--- config.mk ---
export PLATFORM = sky130hd
export DESIGN_NAME = univ_shift_reg
export DESIGN_NICKNAME = d
export VERILOG_FILES = /design/src/rtl/shift_pkg.sv /design/src/rtl/shift_stage.sv /design/src/rtl/univ_shift_reg.sv
export SDC_FILE = /design/constraint.sdc
export NUM_CORES = 1
export LEC_CHECK = 0
export CAP_MARGIN = 40
export CORE_AREA = 2 2 39 41
export CTS_CLUSTER_DIAMETER = 200
export CTS_CLUSTER_SIZE = 12
export DETAILED_ROUTE_END_ITERATION = 8
export DIE_AREA = 0 0 41 43
export SLEW_MARGIN = 40
export SYNTH_ARGS = -nofsm -noshare
export SYNTH_HDL_FRONTEND = slang
export SYNTH_SLANG_ARGS = --single-unit
--- constraint.sdc ---
create_clock -name clk -period 1.1 [get_ports clk]
set_input_delay 0.22 -clock clk [delete_from_list [all_inputs] [get_ports clk]]
set_output_delay 0.22 -clock clk [all_outputs]
set_load 0.02 [all_outputs]
--- src/rtl/shift_pkg.sv ---
// Purpose : shared mode encoding for the universal shift register and its stages.
// Contents: MODE_* 2-bit constants used by every mode decode.
package shift_pkg;

  localparam logic [1:0] MODE_HOLD    = 2'b00;
  localparam logic [1:0] MODE_SHIFT_R = 2'b01;
  localparam logic [1:0] MODE_SHIFT_L = 2'b10;
  localparam logic [1:0] MODE_LOAD    = 2'b11;

endpackage

--- src/rtl/shift_stage.sv ---
// Purpose : one WIDTH-bit stage of the universal shift register.
//           4:1 mux (hold / right neighbour / left neighbour / parallel load)
//           feeding a DFF with synchronous active-low clear.
// Ports   : clk, reset_n   clock and synchronous active-low clear
//           en             clock enable, 0 freezes the stage
//           mode           operation select (shift_pkg MODE_*)
//           i_shr          data taken on SHIFT_R (lower-index neighbour or sin_r)
//           i_shl          data taken on SHIFT_L (higher-index neighbour or sin_l)
//           i_load         data taken on LOAD
//           o_q            registered stage value
module shift_stage #(
  parameter int WIDTH = 1
) (
  input  logic             clk,
  input  logic             reset_n,
  input  logic             en,
  input  logic [1:0]       mode,
  input  logic [WIDTH-1:0] i_shr,
  input  logic [WIDTH-1:0] i_shl,
  input  logic [WIDTH-1:0] i_load,
  output logic [WIDTH-1:0] o_q
);
  import shift_pkg::*;

  logic [WIDTH-1:0] r_q;
  logic [WIDTH-1:0] w_d;

  always_comb begin
    w_d = r_q;
    case (mode)
      MODE_HOLD:    w_d = r_q;
      MODE_SHIFT_R: w_d = i_shr;
      MODE_SHIFT_L: w_d = i_shl;
      MODE_LOAD:    w_d = i_load;
      default:      w_d = r_q;
    endcase
  end

  always_ff @(posedge clk) begin
    if (!reset_n) begin
      r_q <= '0;
    end else if (en) begin
      r_q <= w_d;
    end
  end

  assign o_q = r_q;

endmodule

--- src/rtl/univ_shift_reg.sv ---
// Purpose : parametrised universal shift register, DEPTH stages of WIDTH bits.
//           Hold, shift-right, shift-left and parallel load; a frame counter
//           pulses frame_done when a full word has been shifted in or out.
// Ports   : clk, reset_n   clock and synchronous active-low reset
//           en             clock enable, 0 freezes all state
//           mode           00 HOLD, 01 SHIFT_R, 10 SHIFT_L, 11 LOAD
//           sin_r / sin_l  serial inputs entering stage 0 / stage DEPTH-1
//           pin            parallel load word, slice i -> stage i
//           sout_r/sout_l  stage DEPTH-1 / stage 0
//           pout           all stages, slice i = stage i
//           shift_cnt      shifts since last LOAD or frame wrap
//           frame_done     registered one-cycle pulse on the frame's last shift
module univ_shift_reg #(
  parameter int WIDTH = 1,
  parameter int DEPTH = 3,
  parameter int CNT_W = $clog2(DEPTH + 1)
) (
  input  logic                   clk,
  input  logic                   reset_n,
  input  logic                   en,
  input  logic [1:0]             mode,
  input  logic [WIDTH-1:0]       sin_r,
  input  logic [WIDTH-1:0]       sin_l,
  input  logic [DEPTH*WIDTH-1:0] pin,
  output logic [WIDTH-1:0]       sout_r,
  output logic [WIDTH-1:0]       sout_l,
  output logic [DEPTH*WIDTH-1:0] pout,
  output logic [CNT_W-1:0]       shift_cnt,
  output logic                   frame_done
);
  import shift_pkg::*;

  localparam logic [CNT_W-1:0] CNT_LAST = CNT_W'(DEPTH - 1);

  logic [WIDTH-1:0] w_stage [DEPTH];
  logic [CNT_W-1:0] r_cnt;
  logic             r_done;
  logic             w_shift;

  // End stages take the serial inputs; inner stages chain to their neighbours.
  for (genvar g = 0; g < DEPTH; g++) begin : g_stage
    logic [WIDTH-1:0] w_shr;
    logic [WIDTH-1:0] w_shl;

    if (g == 0) begin : g_first
      assign w_shr = sin_r;
    end else begin : g_inner_r
      assign w_shr = w_stage[g-1];
    end

    if (g == DEPTH - 1) begin : g_last
      assign w_shl = sin_l;
    end else begin : g_inner_l
      assign w_shl = w_stage[g+1];
    end

    shift_stage #(.WIDTH(WIDTH)) u_stage (
      .clk     (clk),
      .reset_n (reset_n),
      .en      (en),
      .mode    (mode),
      .i_shr   (w_shr),
      .i_shl   (w_shl),
      .i_load  (pin[g*WIDTH +: WIDTH]),
      .o_q     (w_stage[g])
    );

    assign pout[g*WIDTH +: WIDTH] = w_stage[g];
  end

  assign w_shift = (mode == MODE_SHIFT_R) || (mode == MODE_SHIFT_L);

  // Both directions advance the same frame; only LOAD or reset restarts it.
  always_ff @(posedge clk) begin
    if (!reset_n) begin
      r_cnt  <= '0;
      r_done <= 1'b0;
    end else begin
      r_done <= 1'b0;
      if (en) begin
        if (mode == MODE_LOAD) begin
          r_cnt <= '0;
        end else if (w_shift) begin
          if (r_cnt == CNT_LAST) begin
            r_cnt  <= '0;
            r_done <= 1'b1;
          end else begin
            r_cnt <= r_cnt + 1'b1;
          end
        end
      end
    end
  end

  assign sout_r     = w_stage[DEPTH-1];
  assign sout_l     = w_stage[0];
  assign shift_cnt  = r_cnt;
  assign frame_done = r_done;

endmodule

==> impl_metrics.toml, run 1 <==
[global_route]
grt_pass1_wl_mm = 1.262
antenna_found_initial = 0
grt_usage_pct = 10.54
grt_pass1_vias = 327
grt_max_degree = 9
overflow = 0

[drt]
detail-route-antenna-nets = 0
wl_um = 780
drc_errors = 0
vias = 356
drtIter0Drc = 2
wl_met3_um = 42
vias_per_cell = 4.623
drtPass1Iterations = 4
met1_length_um = 348
route.met2.wl_um = 371
routedWlPerCell_um = 10.13
routed.top_layer = "met4"

[critical_path]
arrival_ps = 850
slowest_delay_ps = 340
required_ps = 880
path_max_fanout = 3
start_kind = "flop"
slowest_stage = "dfxtp_1"
worstSetupPathType = "reg -> out"
end_kind = "output pin"
path_delay_family = "flip-flops"
path_buf_inv = 1
crit_chain = "clkdlybuf4s15_2"

[finish]
post-route-util_pct = 41.50
final.fill_count = 159
multi_input_comb_area_sq_um = 211.5
syn2layout_area_growth_pct = 63.93
seq_area_sq_um = 120.1
diodes = 0
drive_gt1_share_pct = 37.70
nets = 76

[clock_tree]
clock_path_buffers = 2
cts_buffers = 3
htreeDepth = 1
clockRootBuffer = "clkbuf_4"
clk_latency_ps = 250
tritoncts = "yes"
clock_sinks = 6
clk_pin_slew_worst_paths_ps = 50

[synthesis]
synth-edff-count = 0
yosysMostFrequentCell = "dfxtp_1"
syn-instance-count = 39
synth-seq-area-share_pct = 34.29
synthFlopType = "dfxtp_1"
ys_seq_elements = 6
synthTopCellsByArea = "dfxtp_1 (34%), ha_1 (11%), a22oi_1 (6.4%)"
synth_fp_nets = 52
synth_top_area_cell = "dfxtp_1"
yosysWarnings = 0
syn_avg_cell_area_sq_um = 8.983
syn-cell-area_sq_um = 350.3
yosysUniqueCellTypes = 18
synthTopCellsByCount = "dfxtp_1 (6), nand2_1 (5)"
synth_top_area_share_pct = 34.29
async_flop_share_pct = 0

[sta]
fin_crit_ps = 1066
post-route-period-util_pct = 96.93
relSlewSlack_pct = 83.24
hold_violations = 0
drv_slew = 0
setup_viol = 0
timing.fmax_mhz = 937.9
clock_skew_ps = 0.1686
tightestPinTransition_ps = 251.4

[placement]
routabilityCongestion = 0.8153
port_buffers = 17
dp_hpwl_um = 594.3

[floorplanning]
coreArea_sq_um = 1384
start_util_pct = 25.32
die_area_sq_um = 1763
pin_count = 18
rows = 14
fp.dieH_um = 43
die_w_um = 41

[pwr]
power_per_cell_area_nw_per_um2 = 1069
total_power_uw = 614.2
ir_drop_v = 0.0004328
p_leak_nw = 0.2553

[job]
drv_cap = 0

[run_status]
status = "finished, final reports clean"

[min_path]
hp-class = "in -> reg"
metal layers:
| layer | vias to the layer above | track usage (%) |
|---|---|---|
| met2 | 15 | 15.00 |
| met4 | 0 | 6.000 |
| met1 | 155 | 13.50 |
| met5 | - | 0 |
| li1 | 183 | - |
| met3 | 3 | 3.141 |
cells by family after synthesis:
| logic type | Yosys count | synth area share, % |
|---|---|---|
| flip-flops | 6 | 34.29 |
| adder cells (fa/ha/maj) | 3 | 10.72 |
| buffers and inverters | 6 | 11.79 |
| AND/OR/NAND/NOR | 13 | 21.79 |
| AO/OA/AOI/OAI | 11 | 21.43 |
power by group:
group | internal (mW) | switching [mW]
combinational | 0.0889 | 0.0824
clock | 0.124 | 0.0817
sequential | 0.231 | 0.00671
total | 0.443 | 0.171
cell type report:
class	count	area share, %
Clock buffer	3	3.922
Inverter	2	1.307
Multi-Input combinational cell	27	36.82
Sequential cell	6	20.91
Tap cell	16	3.486
Timing Repair Buffer	23	33.55
path summary, 6_finish.rpt:
check	from	end	slack (ps)	depth (start not counted)
min	en	frame_done	310	3
max reg2reg	shift_cnt[1]	shift_cnt[0]	220	4
max	g_stage[2].u_stage.o_q	sout_r	30	1
min reg2reg	shift_cnt[0]	frame_done	530	2
sequential cells by signal, summed over array words and instances (netlist names):
name,count
shift_cnt,2
frame_done,1
g_stage.u_stage.o_q,3
cells in the final DEF (no fill, tap or decap), drive strengths merged, types with 2 or more instances in the layout:
| cell type | count |
|---|---|
| buf | 9 |
| clkdlybuf4s50 | 6 |
| a31oi | 3 |
| clkdlybuf4s15 | 3 |
| a22oi | 3 |
| ha | 3 |
| a21boi | 2 |
| clkbuf | 5 |
| nand2 | 5 |
| dlygate4sd2 | 2 |
| nor2 | 2 |
| dfxtp | 6 |
| inv | 2 |
| o21ai | 3 |
metrics by stage:
step | hold WS (ps) | setup TNS, ps | cells | instance area [sq um] | worst slack, ps
floorplan | 361.7 | 0 | 39 | 350.3 | 119.5
global placement | 524.5 | -2549 | 73 | 544.3 | -397.1
detailed placement | 518.2 | -2705 | 73 | 544.3 | -425.6
CTS | 538.8 | 0 | 76 | 589.3 | 13.67
global route | 330.5 | -11.37 | 77 | 574.3 | -5.809
finish | 309.1 | 0 | 77 | 574.3 | 33.82
timing repair:
action                                  CTS  global route
gates resized for setup                  27             8
endpoints found under the setup margin   14            10
pin swaps                                 2             0
hold buffers                              0             0
setup buffers                             0             1
Note: power is estimated with default switching activity, not from simulation.
==> run 2, diff against run 1 <==
--- a/config.mk
+++ b/config.mk
@@ -5,6 +5,7 @@
 export SDC_FILE = /design/constraint.sdc
 export NUM_CORES = 1
 export LEC_CHECK = 0
+export ABC_AREA = 1
 export CAP_MARGIN = 40
 export CORE_AREA = 2 2 39 41
 export CTS_CLUSTER_DIAMETER = 200
==> run 2 against run 1 <==
Non-clock buffer count down 1. Wire length grew 9.7%. Clock-buffer cell count unchanged. Synthesized area up 6.8%. Sequential power hardly changed. Largest cell class unchanged.
==> impl_metrics.toml, run 2 <==
[critical_path]
slowest_stage = "dfxtp_1"
slowest_delay_ps = 330
path_delay_family = "flip-flops"
crit_chain = "clkdlybuf4s15_2"
path_buf_inv = 1
worstReg2RegEnd = "g_stage[0].u_stage.o_q"
setup.worst_path.end = "shift_cnt[0]"
r2r_slack_ps = 300
end_kind = "output pin"
arrival_ps = 840
start_kind = "flop"
required_ps = 880
worstSetupPathType = "reg -> out"
ff2ff_path_depth = 5
worst-path-stages = 1
crit_start = "shift_cnt[0]"
path_max_fanout = 2
reg2reg_from = "g_stage[1].u_stage.o_q"

[synthesis]
yosysUniqueCellTypes = 13
yosysWarnings = 0
synth-seq-area-share_pct = 32.11
syn_avg_cell_area_sq_um = 6.802
synth_fp_nets = 68
synth_top_area_share_pct = 32.11
synth-edff-count = 0
synthTopCellsByCount = "nand2_1 (13), inv_1 (8), nor2_1 (8)"
syn-instance-count = 55
async_flop_share_pct = 0
yosysMostFrequentCell = "nand2_1"
ys_seq_elements = 6
synthFlopType = "dfxtp_1"
syn-cell-area_sq_um = 374.1
synthTopCellsByArea = "dfxtp_1 (32%), nand2_1 (13%), ha_1 (10%)"
synth_top_area_cell = "dfxtp_1"

[sta]
drv_slew = 0
relSlewSlack_pct = 85.46
setup_viol = 0
tightestPinTransition_ps = 217.4
timing.fmax_mhz = 944.3
setup_tns_ps = 0
post-route-period-util_pct = 96.27
clock_skew_ps = 7.634
hold_violations = 0
fin_crit_ps = 1059
setup_slack_ps = 40.98
rsz0062_at_grt = "false"

[global_route]
grt_usage_pct = 12.05
antenna_found_initial = 0
grt_pass1_vias = 348
grt_pass1_wl_mm = 1.386
overflow = 0
grt_max_degree = 7

[floorplanning]
die_area_sq_um = 1763
coreArea_sq_um = 1384
start_util_pct = 27.03
fp.dieH_um = 43
rows = 14
pin_count = 18
die_w_um = 41

[min_path]
hold_depth = 2
hold_start = "shift_cnt[0]"
hp-class = "reg -> reg"

[finish]
nets = 93
final_cell_mix = "nand2_1 (13), nor2_1 (8), clkdlybuf4s50_1 (7), inv_1 (6), dfxtp_1 (6)"
post-route-util_pct = 44.48
syn2layout_area_growth_pct = 64.55
final_common_cell = "nand2_1"
drive_gt1_share_pct = 29.49
diodes = 0
seq_area_sq_um = 120.1
stdcell_area_sq_um = 615.6
largest_reg_flops = 3
final.fill_count = 157
multi_input_comb_area_sq_um = 236.5

[clock_tree]
clock_path_buffers = 2
cts_buffers = 3
clk_latency_ps = 250
tritoncts = "yes"
clock_sinks = 6
htreeDepth = 1
clk_pin_slew_worst_paths_ps = 50
clockRootBuffer = "clkbuf_4"

[drt]
drtPass1Iterations = 4
vias_per_cell = 4.319
drc_errors = 0
vias = 406
detail-route-antenna-nets = 0
routedWlPerCell_um = 9.106
drtIter0Drc = 9
wl_um = 856

[pwr]
power_per_cell_area_nw_per_um2 = 1036
p_leak_nw = 0.2879
ir_drop_v = 0.0003774

[run_status]
status = "finished, final reports clean"

[job]
drv_cap = 0

[placement]
placed_area_sq_um = 579.3
place_ws_ps = -449.6
port_buffers = 17
routabilityCongestion = 0.7639
dp_hpwl_um = 627.7
-- run 2: cell types whose count changed in the layout (fill, tap and decap cells not counted), moves of 5 or more --
cell / change
nor2_1: +8
inv_1: +5
nand3_1: +5
nand2_1: +8
-- run 2: cell type report --
type / count / area share (%)
clock buffers: 3 / 3.659
flip-flops and latches: 6 / 19.51
multi-input cells: 38 / 38.41
inverters: 9 / 5.488
well taps: 16 / 3.252
repair buffers: 22 / 29.67
-- run 2: stage by stage --
stage,power (mW),hold WS (ps),std cells
2_1_floorplan,0.3431,343.0,55
3_3_place_gp,0.4319,524.1,90
3_5_place_dp,0.4333,543.7,90
4_1_cts,0.6504,560.1,94
5_1_grt,0.6699,573.4,94
6_report,0.6380,557.8,94
-- run 2: where the power goes --
group	total [mW]	switching (mW)	internal, mW
logic	0.190	0.0972	0.0927
clock network	0.208	0.0846	0.124
registers	0.240	0.00790	0.232
total	0.638	0.190	0.448
-- run 2: how the worst min path moves through the flow --
| stage | endpoint | slack, ps |
|---|---|---|
| CTS | frame_done | 560 |
| detailed placement | frame_done | 540 |
| global placement | frame_done | 520 |
| global route | frame_done | 570 |
| finish | frame_done | 560 |
| floorplan | shift_cnt[0] | 340 |
-- run 2: kinds of logic (layout without fill, tap and decap cells) --
| family | count (synthesis) | after routing | share of synthesized area, % |
|---|---|---|---|
| compound gates | 5 | 5 | 6.688 |
| fa+ha+maj | 3 | 3 | 10.03 |
| buf+inv | 12 | 34 | 15.05 |
| flops | 6 | 6 | 32.11 |
| simple gates | 29 | 30 | 36.12 |
-- run 2: tightest hold or removal path, stage by stage (launching register included) --
cell,delay (ps)
dfxtp_1,330
buf_4,130
nor3_1,50
-- run 2: layer usage --
metal / wire length [um] / vias up / global-route usage [%] / part of all wire, %
met5: 0 / - / 0 / 0
met2: 428 / 14 / 16.88 / 50
li1: - / 219 / - / -
met3: 49 / 2 / 3.141 / 5.7
met1: 370 / 171 / 14.47 / 43
met4: 8 / 0 / 10.00 / 0.93
-- run 2: timing repair --
item / 4_1_cts / 5_1_grt
setup buffers: 0 / 0
cloned: 1 / 0
hold buffers: 0 / 0
gates resized for setup: 32 / 4
setup endpoints to repair: 14 / 4
pin swaps: 1 / 0
